## src/rtl/img_preproc_pkg.sv

```systemverilog
// Shared types and constants for the image pre-processing stream front-end.
package img_preproc_pkg;

   typedef enum logic [1:0] {
      ST_IDLE   = 2'd0,
      ST_STREAM = 2'd1,
      ST_DRAIN  = 2'd2
   } preproc_state_t;

   localparam int unsigned MODE_XY   = 0;
   localparam int unsigned MODE_RGB  = 1;
   localparam int unsigned MODE_GRAY = 2;

   localparam int unsigned GRAY_R = 77;
   localparam int unsigned GRAY_G = 150;
   localparam int unsigned GRAY_B = 29;

   localparam int unsigned CNT_W   = 32;
   localparam int unsigned FRAME_W = 16;
   localparam int unsigned OUT_W   = 32;

   // Coefficients sum to 256, so the 16-bit accumulator cannot overflow.
   function automatic logic [7:0] gray_of(input logic [7:0] r,
                                          input logic [7:0] g,
                                          input logic [7:0] b);
      logic [15:0] acc;
      acc = 16'(GRAY_R) * 16'(r) + 16'(GRAY_G) * 16'(g) + 16'(GRAY_B) * 16'(b);
      return acc[15:8];
   endfunction

endpackage

```

## src/rtl/img_pix_fmt.sv

```systemverilog
// Pixel formatter plus single-entry output register with stall backpressure.
module img_pix_fmt
   import img_preproc_pkg::*;
#(
   parameter int unsigned OUT_MODE = MODE_XY
) (
   input  logic             clock,
   input  logic             reset,
   input  logic             pix_valid,
   input  logic [15:0]      pix_x,
   input  logic [15:0]      pix_y,
   input  logic [7:0]       pix_r,
   input  logic [7:0]       pix_g,
   input  logic [7:0]       pix_b,
   output logic             pix_accept,
   output logic [OUT_W-1:0] out_data,
   output logic             out_valid,
   input  logic             downstream_stall
);

   logic [OUT_W-1:0] fmt_word;

   always_comb begin
      fmt_word = {pix_x, pix_y};
      case (OUT_MODE)
         MODE_RGB:  fmt_word = {8'h00, pix_r, pix_g, pix_b};
         MODE_GRAY: fmt_word = {pix_x[11:0], pix_y[11:0], gray_of(pix_r, pix_g, pix_b)};
         default:   fmt_word = {pix_x, pix_y};
      endcase
   end

   assign pix_accept = !out_valid || !downstream_stall;

   // A new pixel may replace the held word in the same cycle it is consumed.
   always_ff @(posedge clock) begin
      if (reset) begin
         out_valid <= 1'b0;
         out_data  <= '0;
      end else if (pix_valid && pix_accept) begin
         out_valid <= 1'b1;
         out_data  <= fmt_word;
      end else if (!downstream_stall) begin
         out_valid <= 1'b0;
      end
   end

endmodule

```

## src/rtl/img_preproc_stream.sv

```systemverilog
// Length-prefixed byte stream to JPEG decoder adapter with pixel output formatting.
// Optional stall-timeout abort is compiled in with IMG_PREPROC_TIMEOUT_EN.
module img_preproc_stream
   import img_preproc_pkg::*;
#(
   parameter int unsigned DATA_W         = 32,
   parameter int unsigned OUT_MODE       = MODE_XY,
   parameter int unsigned TIMEOUT_CYCLES = 1024
) (
   input  logic                 clock,
   input  logic                 reset,
   input  logic [DATA_W-1:0]    in_data,
   input  logic                 in_valid,
   output logic                 upstream_stall,
   output logic [OUT_W-1:0]     out_data,
   output logic                 out_valid,
   input  logic                 downstream_stall,
   output logic                 dec_rst,
   output logic                 dec_valid,
   output logic [DATA_W-1:0]    dec_data,
   output logic [DATA_W/8-1:0]  dec_strb,
   output logic                 dec_last,
   input  logic                 dec_accept,
   input  logic                 dec_idle,
   input  logic                 pix_valid,
   input  logic [15:0]          pix_x,
   input  logic [15:0]          pix_y,
   input  logic [7:0]           pix_r,
   input  logic [7:0]           pix_g,
   input  logic [7:0]           pix_b,
   output logic                 pix_accept,
   output logic                 frame_error,
   output logic [FRAME_W-1:0]   frame_count
);

   localparam int unsigned BPW = DATA_W / 8;

   if (DATA_W < 16 || (DATA_W % 8) != 0) begin : g_bad_data_w
      $error("img_preproc_stream: DATA_W must be a multiple of 8 and at least 16");
   end
   if (TIMEOUT_CYCLES == 0) begin : g_bad_timeout
      $error("img_preproc_stream: TIMEOUT_CYCLES must be nonzero");
   end

   preproc_state_t   state, state_nxt;
   logic [CNT_W-1:0] byte_count;
   logic             hdr_zero;
   logic             last_word;
   logic             xfer;
   logic             drain_done;
   logic             abort;

   assign hdr_zero   = (in_data == '0);
   assign last_word  = (byte_count <= CNT_W'(BPW));
   assign xfer       = in_valid && !upstream_stall;
   assign drain_done = (state == ST_DRAIN) && dec_idle && !out_valid;
   assign dec_data   = in_data;

`ifdef IMG_PREPROC_TIMEOUT_EN
   logic [CNT_W-1:0] idle_cnt;

   // Abort fires on the stall cycle that would bring the count to the limit.
   assign abort = (state == ST_STREAM) && !(in_valid && dec_accept)
                  && (idle_cnt == CNT_W'(TIMEOUT_CYCLES - 1));

   always_ff @(posedge clock) begin
      if (reset || state != ST_STREAM || abort || xfer) begin
         idle_cnt <= '0;
      end else begin
         idle_cnt <= idle_cnt + CNT_W'(1);
      end
   end
`else
   assign abort = 1'b0;
`endif

   assign frame_error = abort && !reset;

   always_ff @(posedge clock) begin
      if (reset) begin
         state <= ST_IDLE;
      end else begin
         state <= state_nxt;
      end
   end

   always_comb begin
      state_nxt = state;
      case (state)
         ST_IDLE: begin
            if (in_valid && !hdr_zero) state_nxt = ST_STREAM;
         end
         ST_STREAM: begin
            if (abort)                  state_nxt = ST_IDLE;
            else if (xfer && last_word) state_nxt = ST_DRAIN;
         end
         ST_DRAIN: begin
            if (drain_done) state_nxt = ST_IDLE;
         end
         default: state_nxt = ST_IDLE;
      endcase
   end

   always_comb begin
      upstream_stall = 1'b0;
      dec_valid      = 1'b0;
      dec_last       = 1'b0;
      dec_strb       = '0;
      dec_rst        = reset || abort;
      case (state)
         ST_IDLE: begin
            if (in_valid && hdr_zero) dec_rst = 1'b1;
         end
         ST_STREAM: begin
            upstream_stall = !dec_accept || abort;
            dec_valid      = in_valid;
            dec_last       = in_valid && last_word;
            for (int unsigned i = 0; i < BPW; i++) begin
               dec_strb[i] = (i < byte_count);
            end
         end
         ST_DRAIN: begin
            upstream_stall = 1'b1;
         end
         default: ;
      endcase
   end

   // Byte budget and frame counter.
   always_ff @(posedge clock) begin
      if (reset) begin
         byte_count  <= '0;
         frame_count <= '0;
      end else begin
         case (state)
            ST_IDLE: begin
               if (in_valid && !hdr_zero) byte_count <= CNT_W'(in_data);
            end
            ST_STREAM: begin
               if (abort)          byte_count <= '0;
               else if (xfer)      byte_count <= last_word ? '0 : byte_count - CNT_W'(BPW);
            end
            ST_DRAIN: begin
               if (drain_done) frame_count <= frame_count + FRAME_W'(1);
            end
            default: ;
         endcase
      end
   end

   img_pix_fmt #(
      .OUT_MODE (OUT_MODE)
   ) u_pix_fmt (
      .clock            (clock),
      .reset            (reset),
      .pix_valid        (pix_valid),
      .pix_x            (pix_x),
      .pix_y            (pix_y),
      .pix_r            (pix_r),
      .pix_g            (pix_g),
      .pix_b            (pix_b),
      .pix_accept       (pix_accept),
      .out_data         (out_data),
      .out_valid        (out_valid),
      .downstream_stall (downstream_stall)
   );

endmodule

```

## config.mk

```make
export PLATFORM = sky130hd
export DESIGN_NAME = img_preproc_stream
export DESIGN_NICKNAME = d
export VERILOG_FILES = /design/src/rtl/img_preproc_pkg.sv /design/src/rtl/img_pix_fmt.sv /design/src/rtl/img_preproc_stream.sv
export SDC_FILE = /design/constraint.sdc
export NUM_CORES = 1
export LEC_CHECK = 0
export ABC_AREA = 1
export CORE_MARGIN = 5
export CORE_UTILIZATION = 30
export DETAILED_ROUTE_END_ITERATION = 12
export DONT_BUFFER_PORTS = 1
export GPL_TIMING_DRIVEN = 0
export SLEW_MARGIN = 15
export SYNTH_ARGS = -nofsm -noshare
export SYNTH_HDL_FRONTEND = slang
export SYNTH_SLANG_ARGS = --single-unit
export TNS_END_PERCENT = 1
```

## constraint.sdc

```tcl
create_clock -name clock -period 2.2 [get_ports clock]
set_input_delay 0.44 -clock clock [delete_from_list [all_inputs] [get_ports clock]]
set_output_delay 0.44 -clock clock [all_outputs]
set_load 0.01 [all_outputs]
```

# --- Word level (Yosys, flattened, before mapping) ---
# Cells that the tools add are included.
totals:
  reg_bits: 83
  latchBits: 0
  ramBits: 0
  romBits: 0
  out_inout_bits: 91
  word_cells: 55
  memories: 0
op_classes:
  addsub: 2
  multipliers: 0
  div_mod_pow: 0
  n_lt_le_gt_ge: 5
  eq_ne: 7
  shifts: 0
  n_mux: 16
  n_bitwise: 0
  reduce_logical: 20
op_table:
  columns: ["op", "count"]
  rows:
  - ["$mux W32", 3]
  - ["$lt A1 B32 Y1 const A", 2]
  - ["$lt A2 B32 Y1 const A", 2]
  - ["$pmux W32 S2", 1]
  - ["$le A32 B3 Y1 const B", 1]
  - ["$logic_not A32 Y1", 1]
  - ["$sub A32 B3 Y32 const B", 1]
  - ["$add A16 B1 Y16 const B", 1]
  - ["$logic_and A1 B1 Y1", 8]
  - ["$ne A2 B2 Y1 const B", 4]
  - ["$mux W1", 6]
  - ["$mux W2", 3]
  - ["$pmux W2 S3", 1]
  - ["$reduce_and A3 Y1", 2]
  - ["$logic_not A1 Y1", 5]
  - ["$mux W4", 1]
  - ["$eq A2 B1 Y1 const B", 1]
  - ["$eq A2 B2 Y1 const B", 1]
  - ["$logic_not A2 Y1", 1]
  - ["$ne A2 B1 Y1 const B", 1]
  - ["$pmux W1 S2", 1]
  - ["$reduce_and A2 Y1", 1]
  - ["$reduce_bool A2 Y1", 1]
  - ["$logic_or A1 B1 Y1", 1]

# --- Longest topological paths before layout ---
# Gate-level depths: netlist (run 1).
logic_depth:
  word_depth: 7
  depth_mapped: 13

# --- Modules after synthesis ---
# From an unflattened synthesis (run 1), not the netlist that was laid out.
unflattened:
  hier_cells: 852
  hier_area_um2: 5348.9
by_module_without_submodules:
  columns: ["mod", "n_inst", "cells_per_inst", "area_each_um2", "seq_area_each_um2"]
  rows:
  - ["img_preproc_stream", 1, 638, 3806.2, 1001.0]
  - ["img_pix_fmt", 1, 214, 1542.7, 660.6]

# --- Least setup slack after synthesis (run 1) ---
# OpenSTA, ideal clock, no wires.
synth_path:
  kind: "register -> register"
  from: "reg state[0]"
  to: "reg byte_count[19]"
  t_arrival_ns: 1.629
  t_required_ns: 2.081
  setup_slack_ns: 0.452
  stages_incl_launch_ff: 11
  path_buffers: 1
  synth_period_minus_slack_ns: 1.748
  path_cell_list: "dfxtp_1 inv_1 ha_1 o21bai_4 a21oi_2 nor2_1 a21oi_2 nand2_4 buf_6 a21oi_1 a21oi_2"
synth_via:
  elab_chain_cells: 6
  elab_cells_between_ends: 11
  cone_classes: "4 x eq/ne; 2 x mux; 5 x reduce/logical"
synth_rtl:
  columns: ["element", "line", "rtl"]
  rows:
  - ["start: declaration", "img_preproc_stream.sv:45", "preproc_state_t state, state_nxt;"]
  - ["start signal: assignment", "img_preproc_stream.sv:83", "state <= state_nxt;"]
  - ["$eq A2 B2 Y1 / $eq A2 B1 Y1 (equally long branches)", "img_preproc_stream.sv:110, img_preproc_stream.sv:135", null]
  - ["$pmux W1 S2", "img_preproc_stream.sv:110", "case (state)"]
  - ["$logic_not A1 Y1", "img_preproc_stream.sv:55", "assign xfer = in_valid && !upstream_stall;"]
  - ["$logic_and A1 B1 Y1", "img_preproc_stream.sv:55", null]
  - ["$ne A2 B2 Y1 (no line)", null, null]
  - ["$reduce_and A3 Y1 (no line)", null, null]
  - ["end signal: assignment", "img_preproc_stream.sv:137", "if (in_valid && !hdr_zero) byte_count <= CNT_W'(in_data);"]
  - ["end signal: assignment", "img_preproc_stream.sv:141", "else if (xfer) byte_count <= last_word ? '0 : byte_count - CNT_W'(BPW);"]
  - ["end: declaration", "img_preproc_stream.sv:46", "logic [CNT_W-1:0] byte_count;"]
# Parallel ways exist; a longest one is shown, timed or not.
# A chain may end at the register's enable or synchronous reset.

# --- Worst setup path in the final report (run 1) ---
layout_path:
  from: "reg byte_count[11]"
  to: "out dec_strb[2]"
layout_via:
  elab_chain_cells: 2
layout_rtl:
  columns: ["element", "line", "rtl"]
  rows:
  - ["$lt A2 B32 Y1", "img_preproc_stream.sv:119", "dec_strb[i] = (i < byte_count);"]
  - ["$mux W4", "img_preproc_stream.sv:110", null]
  - ["end: declaration", "img_preproc_stream.sv:21", "output logic [DATA_W/8-1:0] dec_strb,"]
# No other way between the ends.

==> results.json, run 1 <==
{
  "start_kind": "register",
  "cts_buffers": 9,
  "holdCritPathClass": "input pin to register",
  "synth_top_area_frac": 0.3265,
  "areaGrowthSynthToFinish_pct": 14.85,
  "diodes": 0,
  "setup_viol": 0,
  "ff2ff_setup_slack_ns": 0.20,
  "post_dp_cell_area_um2": 5365,
  "syn_inst": 758,
  "clk_path_buf_depth": 2,
  "track_usage": 0.1508,
  "startpoint": "byte_count[11]",
  "skew_ns": 0.007631,
  "synth_area_leaders": "dfxtp_1, nand2_1, nor2_1",
  "slew_headroom": 0.4506,
  "critPathKind": "register to output port",
  "cts-root-buf": "clkbuf_16",
  "drv_cap": 0,
  "cp-endpoint": "dec_strb[2]",
  "synth_top_area_cell": "dfxtp_1",
  "syn_avg_cell_area_um2": 6.715,
  "syn_nets": 861,
  "required_ns": 1.76,
  "fmax_ghz": 0.4637,
  "cts_tree": "built",
  "first_global_vias": 4415,
  "end_kind": "output port",
  "cp_max_fo": 4,
  "setup_tns_ns": 0,
  "worstRegToRegCells": 12,
  "postRouteAntennaNets": 0,
  "fin_util": 0.3513,
  "wirelength_um": 15140,
  "seq_area_um2": 1670,
  "placed_cells": 978,
  "ys_warn_count": 0,
  "clk_latency_ns": 0.34,
  "tightest_slew_ns": 0.8241,
  "via_count": 4668,
  "worst_slack_ns": 0.04357,
  "viasPerCell": 4.640,
  "grt_max_degree": 16,
  "dp_slack_ns": -0.1375,
  "synth_seq_cells": 83,
  "drv_slew": 0,
  "drtIter0Drc": 261,
  "r2r_start": "state[1]",
  "leakagePower_nw": 2.511,
  "period_minus_slack_ns": 2.156,
  "chipWidth_um": 140.3,
  "rows": 47,
  "dr.pass1.iters": 4,
  "drive_above_1_share": 0.2112,
  "io_buffers": 0,
  "whs_ns": 0.1574,
  "power_density_nw_per_um2": 1347,
  "multiInputGateArea_um2": 2783,
  "gp_congestion": 0.8316,
  "cts_sinks": 83,
  "mappedNetlistArea_um2": 5090,
  "ys_types": 37,
  "dieArea_um2": 19670,
  "wl_per_cell_um": 15.05,
  "nNetsFinal": 884,
  "start_util": 0.3058,
  "final_cell_area_um2": 5846,
  "dp_hpwl_um": 12000,
  "htreeDepth": 3,
  "p_total_mw": 7.876,
  "route.detailed.drc": 0,
  "fillers": 1819,
  "final_cells": 1006,
  "antenna_found_initial": 0,
  "r2r_end": "byte_count[16]",
  "ir_worst_vdd_uv": 548.4,
  "synth_seq_area_share": 0.3265,
  "status": "finished clean",
  "core_area_um2": 16640,
  "fp.dieH_um": 140.3,
  "rsz0062_at_grt": "yes",
  "hold_viol_final": 0,
  "cts.reportedPaths.clkPinSlew_ns": 0.07,
  "overflow": 0,
  "grt_first_pass_wirelength_um": 23760,
  "cp.arrival_ns": 1.72,
  "post-route-period-util": 0.9802,
  "pin_count": 186
}
==> registers in the layout (all words and copies together) (netlist names) <==
register,cells
byte_count,32
frame_count,16
state,2
u_pix_fmt.out_data,32
u_pix_fmt.out_valid,1
==> placed cells by master, fill, tap and decap left out, types with 13 or more instances in the layout <==
cell type / n
dfxtp_1: 78
nand2_1: 156
nand3_1: 23
o21ai_0: 48
xor2_1: 21
a21oi_1: 50
buf_4: 45
a21oi_2: 21
inv_1: 57
nor2_1: 143
nand2_2: 13
inv_2: 16
==> power by group <==
part / internal, mW / switching [mW]
Combinational: 1.50 / 2.60
Sequential: 1.87 / 0.348
Clock: 0.886 / 0.676
==> cells in the mapped netlist, drive strengths merged <==
master and instances:
o21ai 49, nor2 163, buf 49, nand4 13, inv 74, clkbuf 10, clkinv 2, nor4 1
and3 2, dfxtp 83, o21bai 2, nand3 25, conb 1, ha 8, o41ai 1, xor2 21
o21a 1, nor3 11, nand2 170, or2 1, a21oi 71
==> critical path: stages (launching register included) <==
cell and delay, ns:
dfxtp_4 0.37, nor2_4 0.14, inv_2 0.06, nor2_4 0.14
nand2_2 0.09, inv_2 0.05, nand4_1 0.15, buf_4 0.18
o21a_4 0.20
==> cell families (layout without fill, tap and decap cells) <==
family	after synthesis	after routing	synth area share
AO/OA/AOI/OAI	124	124	0.1426
adder cells (fa/ha/maj)	8	8	0.01967
other	1	1	0.0007368
AND/OR/NAND/NOR	386	386	0.3316
XOR/XNOR	21	21	0.03614
flip-flops	83	83	0.3264
buffers and inverters	135	163	0.1428
==> how the worst min path moves through the flow <==
stage / startpoint / endpoint / slack (ns) / cells past startpoint
after floorplan: byte_count[1] / byte_count[1] / 0.45 / 2
after global placement: byte_count[1] / byte_count[1] / 0.47 / 2
after detailed placement: byte_count[1] / byte_count[1] / 0.48 / 2
after CTS: reset / byte_count[0] / 0.14 / 1
after global routing: reset / byte_count[0] / 0.15 / 1
final: reset / byte_count[0] / 0.16 / 1
==> timing repair <==
item | 4_1_cts | 5_1_grt
buffers inserted | 2 | 10
pin swaps | 3 | 8
gates resized for setup | 10 | 28
gates cloned | 0 | 0
setup endpoints to repair | 5 | 6
hold buffers | 0 | 0
==> area by class of cell <==
| class | count | area share |
|---|---|---|
| Sequential cell | 83 | 0.2857 |
| Inverter | 76 | 0.05137 |
| Buffer | 59 | 0.07299 |
| Timing Repair Buffer | 12 | 0.01541 |
| Clock buffer | 9 | 0.03853 |
| Tap cell | 220 | 0.04709 |
| Clock inverter | 7 | 0.01284 |
| Multi-Input combinational cell | 540 | 0.4760 |
==> metal layers <==
metal	routed length, µm	share of wire	track usage
met1	6433	0.43	0.1816
met2	7224	0.48	0.2566
met3	1304	0.086	0.05215
met4	174	0.011	0.04029
met5	0	0	0
Power figures use the tool's default switching activity.
==> inputs of run 2 (changes only) <==
CAP_MARGIN = 20   (was default)
CORE_ASPECT_RATIO = 0.7   (was default)
==> run 2 against run 1 <==
Effect of this change:
- first-iteration DRC count rose by 34%
- sequential share of layout area rose by 0.20 points
- core utilization barely moved
- largest power group unchanged
- global-route usage fell by 0.096 points
- final area fell by 0.92%
==> results.json, run 2 (synthesis gave the netlist of run 1 again) <==
{
  "drv_cap": 0,
  "cts_sinks": 83,
  "cts.reportedPaths.clkPinSlew_ns": 0.07,
  "clk_latency_ns": 0.34,
  "p_total_mw": 7.826,
  "gp_congestion": 0.8770,
  "hold_viol_final": 0,
  "dr.pass1.iters": 5,
  "clkPwrFrac": 0.204,
  "end_kind": "output port",
  "intPower_mw": 4.169,
  "start_kind": "register",
  "top_regs": "byte_count x32, u_pix_fmt.out_data x32, frame_count x16",
  "pin_count": 186,
  "tightest_slew_ns": 0.6921,
  "post-route-period-util": 0.9792,
  "status": "finished clean",
  "fp.dieH_um": 119.0,
  "worst_slack_ns": 0.04587,
  "power_density_nw_per_um2": 1351,
  "rows": 39,
  "leakagePower_nw": 2.480,
  "slowest_delay_ns": 0.37,
  "wl_per_cell_um": 15.34,
  "p_switching_mw": 3.657,
  "nNetsFinal": 876,
  "drtIter0Drc": 351,
  "drive_above_1_share": 0.2005,
  "route.detailed.drc": 0,
  "cts_tree": "built",
  "areaGrowthSynthToFinish_pct": 13.79,
  "core_area_um2": 16490,
  "crit_family": "simple AND/OR/NAND/NOR gates",
  "first_global_vias": 4265,
  "critPathKind": "register to output port",
  "diodes": 0,
  "setup_viol": 0,
  "postRouteAntennaNets": 0,
  "chipWidth_um": 165.7,
  "viasPerCell": 4.632,
  "critPathSlowestCell": "dfxtp_1",
  "hold_buffers": 0,
  "final_cell_area_um2": 5792,
  "cts_buffers": 9,
  "grt_first_pass_wirelength_um": 23850,
  "post_dp_cell_area_um2": 5371,
  "dieArea_um2": 19710,
  "fmax_ghz": 0.4642,
  "wirelength_um": 15390,
  "cp.arrival_ns": 1.71,
  "skew_ns": 0.007566,
  "switching_share": 0.4672,
  "start_util": 0.3086,
  "hp-start": "reset",
  "holdCritPathClass": "input pin to register",
  "startpoint": "byte_count[11]",
  "via_count": 4646,
  "slew_headroom": 0.5386,
  "clk_path_buf_depth": 2,
  "final_cell_mix": "nand2_1, nor2_1, dfxtp_1",
  "track_usage": 0.1499,
  "combPwrFrac": 0.512,
  "required_ns": 1.76,
  "overflow": 0,
  "p_seq_frac": 0.284,
  "cp_cell_sequence": "nor2_4 -> inv_2 -> nor2_4 -> nand2_2 -> inv_1 -> nand4_1 -> nand2_2 -> nand2_2 -> o21a_1",
  "cp_max_fo": 5,
  "io_buffers": 0,
  "r2r_start": "state[1]",
  "dp_hpwl_um": 12210,
  "grt_max_degree": 17,
  "final_common_cell": "nand2_1",
  "worst_path_most_repeated_cell": "nand2_2",
  "antenna_found_initial": 0,
  "cts-root-buf": "clkbuf_16",
  "ir_worst_vdd_uv": 424.3,
  "dp_slack_ns": -0.003570,
  "rsz0062_at_grt": "yes",
  "cp_num_buf_inv": 2,
  "drv_slew": 0,
  "period_minus_slack_ns": 2.154,
  "fillers": 1842,
  "htreeDepth": 3,
  "whs_ns": 0.1600
}
## run 2: cell types whose count changed in the layout (fill, tap and decap cells not counted), sizes merged
cell      change
buf           -8
clkinv        +1
inv           +1
clkinvlp      -2
## run 2: final timing paths
kind | endpoint | slack, ns | cells after the start
worst max-delay path | dec_strb[2] | 0.05 | 9
worst min-delay path | u_pix_fmt.out_valid | 0.16 | 1
worst max register to register | byte_count[21] | 0.17 | 12
worst min register to register | frame_count[7] | 0.51 | 2
## run 2: metrics by stage
stage            util  std cells   TNS (ns)
2_1_floorplan       -        758          0
3_3_place_gp   0.3257        983  -0.005068
3_5_place_dp   0.3257        983  -0.003570
4_1_cts        0.3471       1000   -0.03221
5_1_grt        0.3512       1003   -0.06716
6_report       0.3512       1003          0
## run 2: power groups by stage
| stage | clock, mW | sequential, mW | combinational, mW |
|---|---|---|---|
| final | 1.60 | 2.22 | 4.01 |
| after detailed placement | 0 | 2.21 | 3.76 |
| after global routing | 1.70 | 2.27 | 4.47 |
| after CTS | 1.64 | 2.18 | 3.83 |
| after floorplan | 0 | 2.12 | 3.02 |
| after global placement | 0 | 2.22 | 3.73 |
## run 2: area by class of cell
| cell class | count | area, µm² | area share |
|---|---|---|---|
| Clock inverter | 7 | 83.83 | 0.01447 |
| Tap cell | 225 | 281.5 | 0.04861 |
| Buffer | 59 | 426.7 | 0.07367 |
| Clock buffer | 9 | 225.2 | 0.03889 |
| Timing Repair Buffer | 4 | 30.03 | 0.005185 |
| Sequential cell | 83 | 1667 | 0.2878 |
| Multi-Input combinational cell | 540 | 2778 | 0.4796 |
| Inverter | 76 | 300.3 | 0.05185 |
## run 2: repair_timing
action / CTS / global route
setup endpoints to repair: 4 / 6
gates resized for setup: 10 / 26
pin swaps: 5 / 5
buffers inserted: 1 / 3
hold endpoints to repair: 0 / 0
## run 2: metal layers
layer,up-vias,routed length (µm),track usage
met4,0,138,0.03143
met2,168,6491,0.2184
li1,2385,-,-
met5,-,0,0
met1,2081,7513,0.2187
met3,12,1242,0.04503
==> inputs of run 3 (changes only) <==
RECOVER_POWER = 50   (was default)
==> run 3 against run 2 <==
Effect of this change:
- final area decreased by 2.1%
- core utilization decreased by 0.73 points
- clock power about the same
- total power decreased by 0.40%
- register-to-register slack about the same
- via count increased by 0.11%
- largest cell class unchanged
- highest routed layer unchanged
==> results.json, run 3 (synthesis gave the netlist of run 1 again) <==
{
  "hold_viol_final": 0,
  "viasPerCell": 4.637,
  "cts_tree": "built",
  "r2r_start": "state[1]",
  "pin_count": 186,
  "fmax_ghz": 0.4640,
  "clk_latency_ns": 0.34,
  "whs_ns": 0.1604,
  "post-route-period-util": 0.9796,
  "slew_headroom": 0.5446,
  "fillers": 1880,
  "track_usage": 0.1499,
  "wirelength_um": 15400,
  "cts_buffers": 9,
  "setup_viol": 0,
  "start_kind": "register",
  "cp.arrival_ns": 1.72,
  "fin_util": 0.3439,
  "drv_slew": 0,
  "overflow": 0,
  "cts.reportedPaths.clkPinSlew_ns": 0.07,
  "drtIter0Drc": 311,
  "power_density_nw_per_um2": 1374,
  "chipWidth_um": 165.7,
  "skew_ns": 0.007407,
  "grt_first_pass_wirelength_um": 23850,
  "rows": 39,
  "hold_buffers": 0,
  "dr.pass1.iters": 5,
  "dp_slack_ns": -0.003570,
  "route.detailed.drc": 0,
  "antenna_found_initial": 0,
  "htreeDepth": 3,
  "areaGrowthSynthToFinish_pct": 11.43,
  "end_kind": "output port",
  "worstRegToRegCells": 12,
  "final_common_cell": "nand2_1",
  "status": "finished clean",
  "fp.dieH_um": 119.0,
  "holdCritPathClass": "input pin to register",
  "worst_slack_ns": 0.04489,
  "cts_sinks": 83,
  "startpoint": "byte_count[11]",
  "tightest_slew_ns": 0.6831,
  "ff2ff_setup_slack_ns": 0.17,
  "ir_worst_vdd_uv": 419.1,
  "leakagePower_nw": 2.364,
  "hp-start": "reset",
  "diodes": 0,
  "wl_per_cell_um": 15.36,
  "via_count": 4651,
  "postRouteAntennaNets": 0,
  "drv_cap": 0,
  "core_area_um2": 16490,
  "p_total_mw": 7.795,
  "period_minus_slack_ns": 2.155,
  "first_global_vias": 4265,
  "post_dp_cell_area_um2": 5371,
  "clk_path_buf_depth": 2,
  "dieArea_um2": 19710,
  "cp_max_fo": 5,
  "cp-endpoint": "dec_strb[2]",
  "critPathKind": "register to output port",
  "start_util": 0.3086,
  "top_regs": "byte_count x32, u_pix_fmt.out_data x32, frame_count x16",
  "gp_congestion": 0.8770,
  "io_buffers": 0,
  "final_cell_area_um2": 5672,
  "final_cell_mix": "nand2_1, nor2_1, dfxtp_1",
  "nNetsFinal": 876,
  "dp_hpwl_um": 12210,
  "required_ns": 1.76,
  "r2r_end": "byte_count[21]",
  "rsz0062_at_grt": "yes",
  "cts-root-buf": "clkbuf_16",
  "grt_max_degree": 17,
  "drive_above_1_share": 0.1594
}
run 3: cell type report:
type | instances | area, µm² | area share
clock inverters | 7 | 83.83 | 0.01478
flip-flops and latches | 83 | 1667 | 0.2938
multi-input cells | 540 | 2778 | 0.4897
plain buffers | 59 | 306.5 | 0.05405
well taps | 225 | 281.5 | 0.04964
clock buffers | 9 | 225.2 | 0.03971
repair buffers | 4 | 30.03 | 0.005295
inverters | 76 | 300.3 | 0.05295
run 3: worst min path at each step:
stage,endpoint,depth (start not counted),slack [ns]
2_1_floorplan,byte_count[1],2,0.45
3_5_place_dp,state[1],2,0.50
6_report,u_pix_fmt.out_valid,1,0.16
4_1_cts,u_pix_fmt.out_valid,1,0.14
5_1_grt,u_pix_fmt.out_valid,1,0.15
3_3_place_gp,frame_count[7],2,0.50
run 3: what timing repair did:
item / CTS / global route
pin swaps: 5 / 5
hold endpoints to repair: 0 / 0
resized for setup: 10 / 26
endpoints found under the setup margin: 4 / 6
setup buffers: 1 / 3
run 3: per-layer routing:
layer / track usage / wire [µm] / up-vias
li1: - / - / 2389
met1: 0.2187 / 7523 / 2066
met2: 0.2184 / 6479 / 184
met3: 0.04503 / 1265 / 12
met4: 0.03143 / 136 / 0
met5: 0 / 0 / -
run 3: critical path, stage by stage (launching register included):
cell and delay, ns:
dfxtp_1 0.37, nor2_4 0.17, inv_2 0.06, nor2_4 0.13
nand2_2 0.10, inv_1 0.06, nand4_1 0.15, nand2_2 0.12
nand2_2 0.08, o21a_1 0.15
run 3: stage by stage:
step	std cells	TNS (ns)
floorplan	758	0
global placement	983	-0.005068
detailed placement	983	-0.003570
CTS	1000	-0.03221
global route	1003	-0.06716
finish	1003	0
run 3: power breakdown:
part	leakage (nW)	internal [mW]	switching [mW]	total [mW]
Sequential	0.686	1.87	0.356	2.22
Combinational	1.53	1.38	2.60	3.98
Clock	0.149	0.901	0.690	1.59
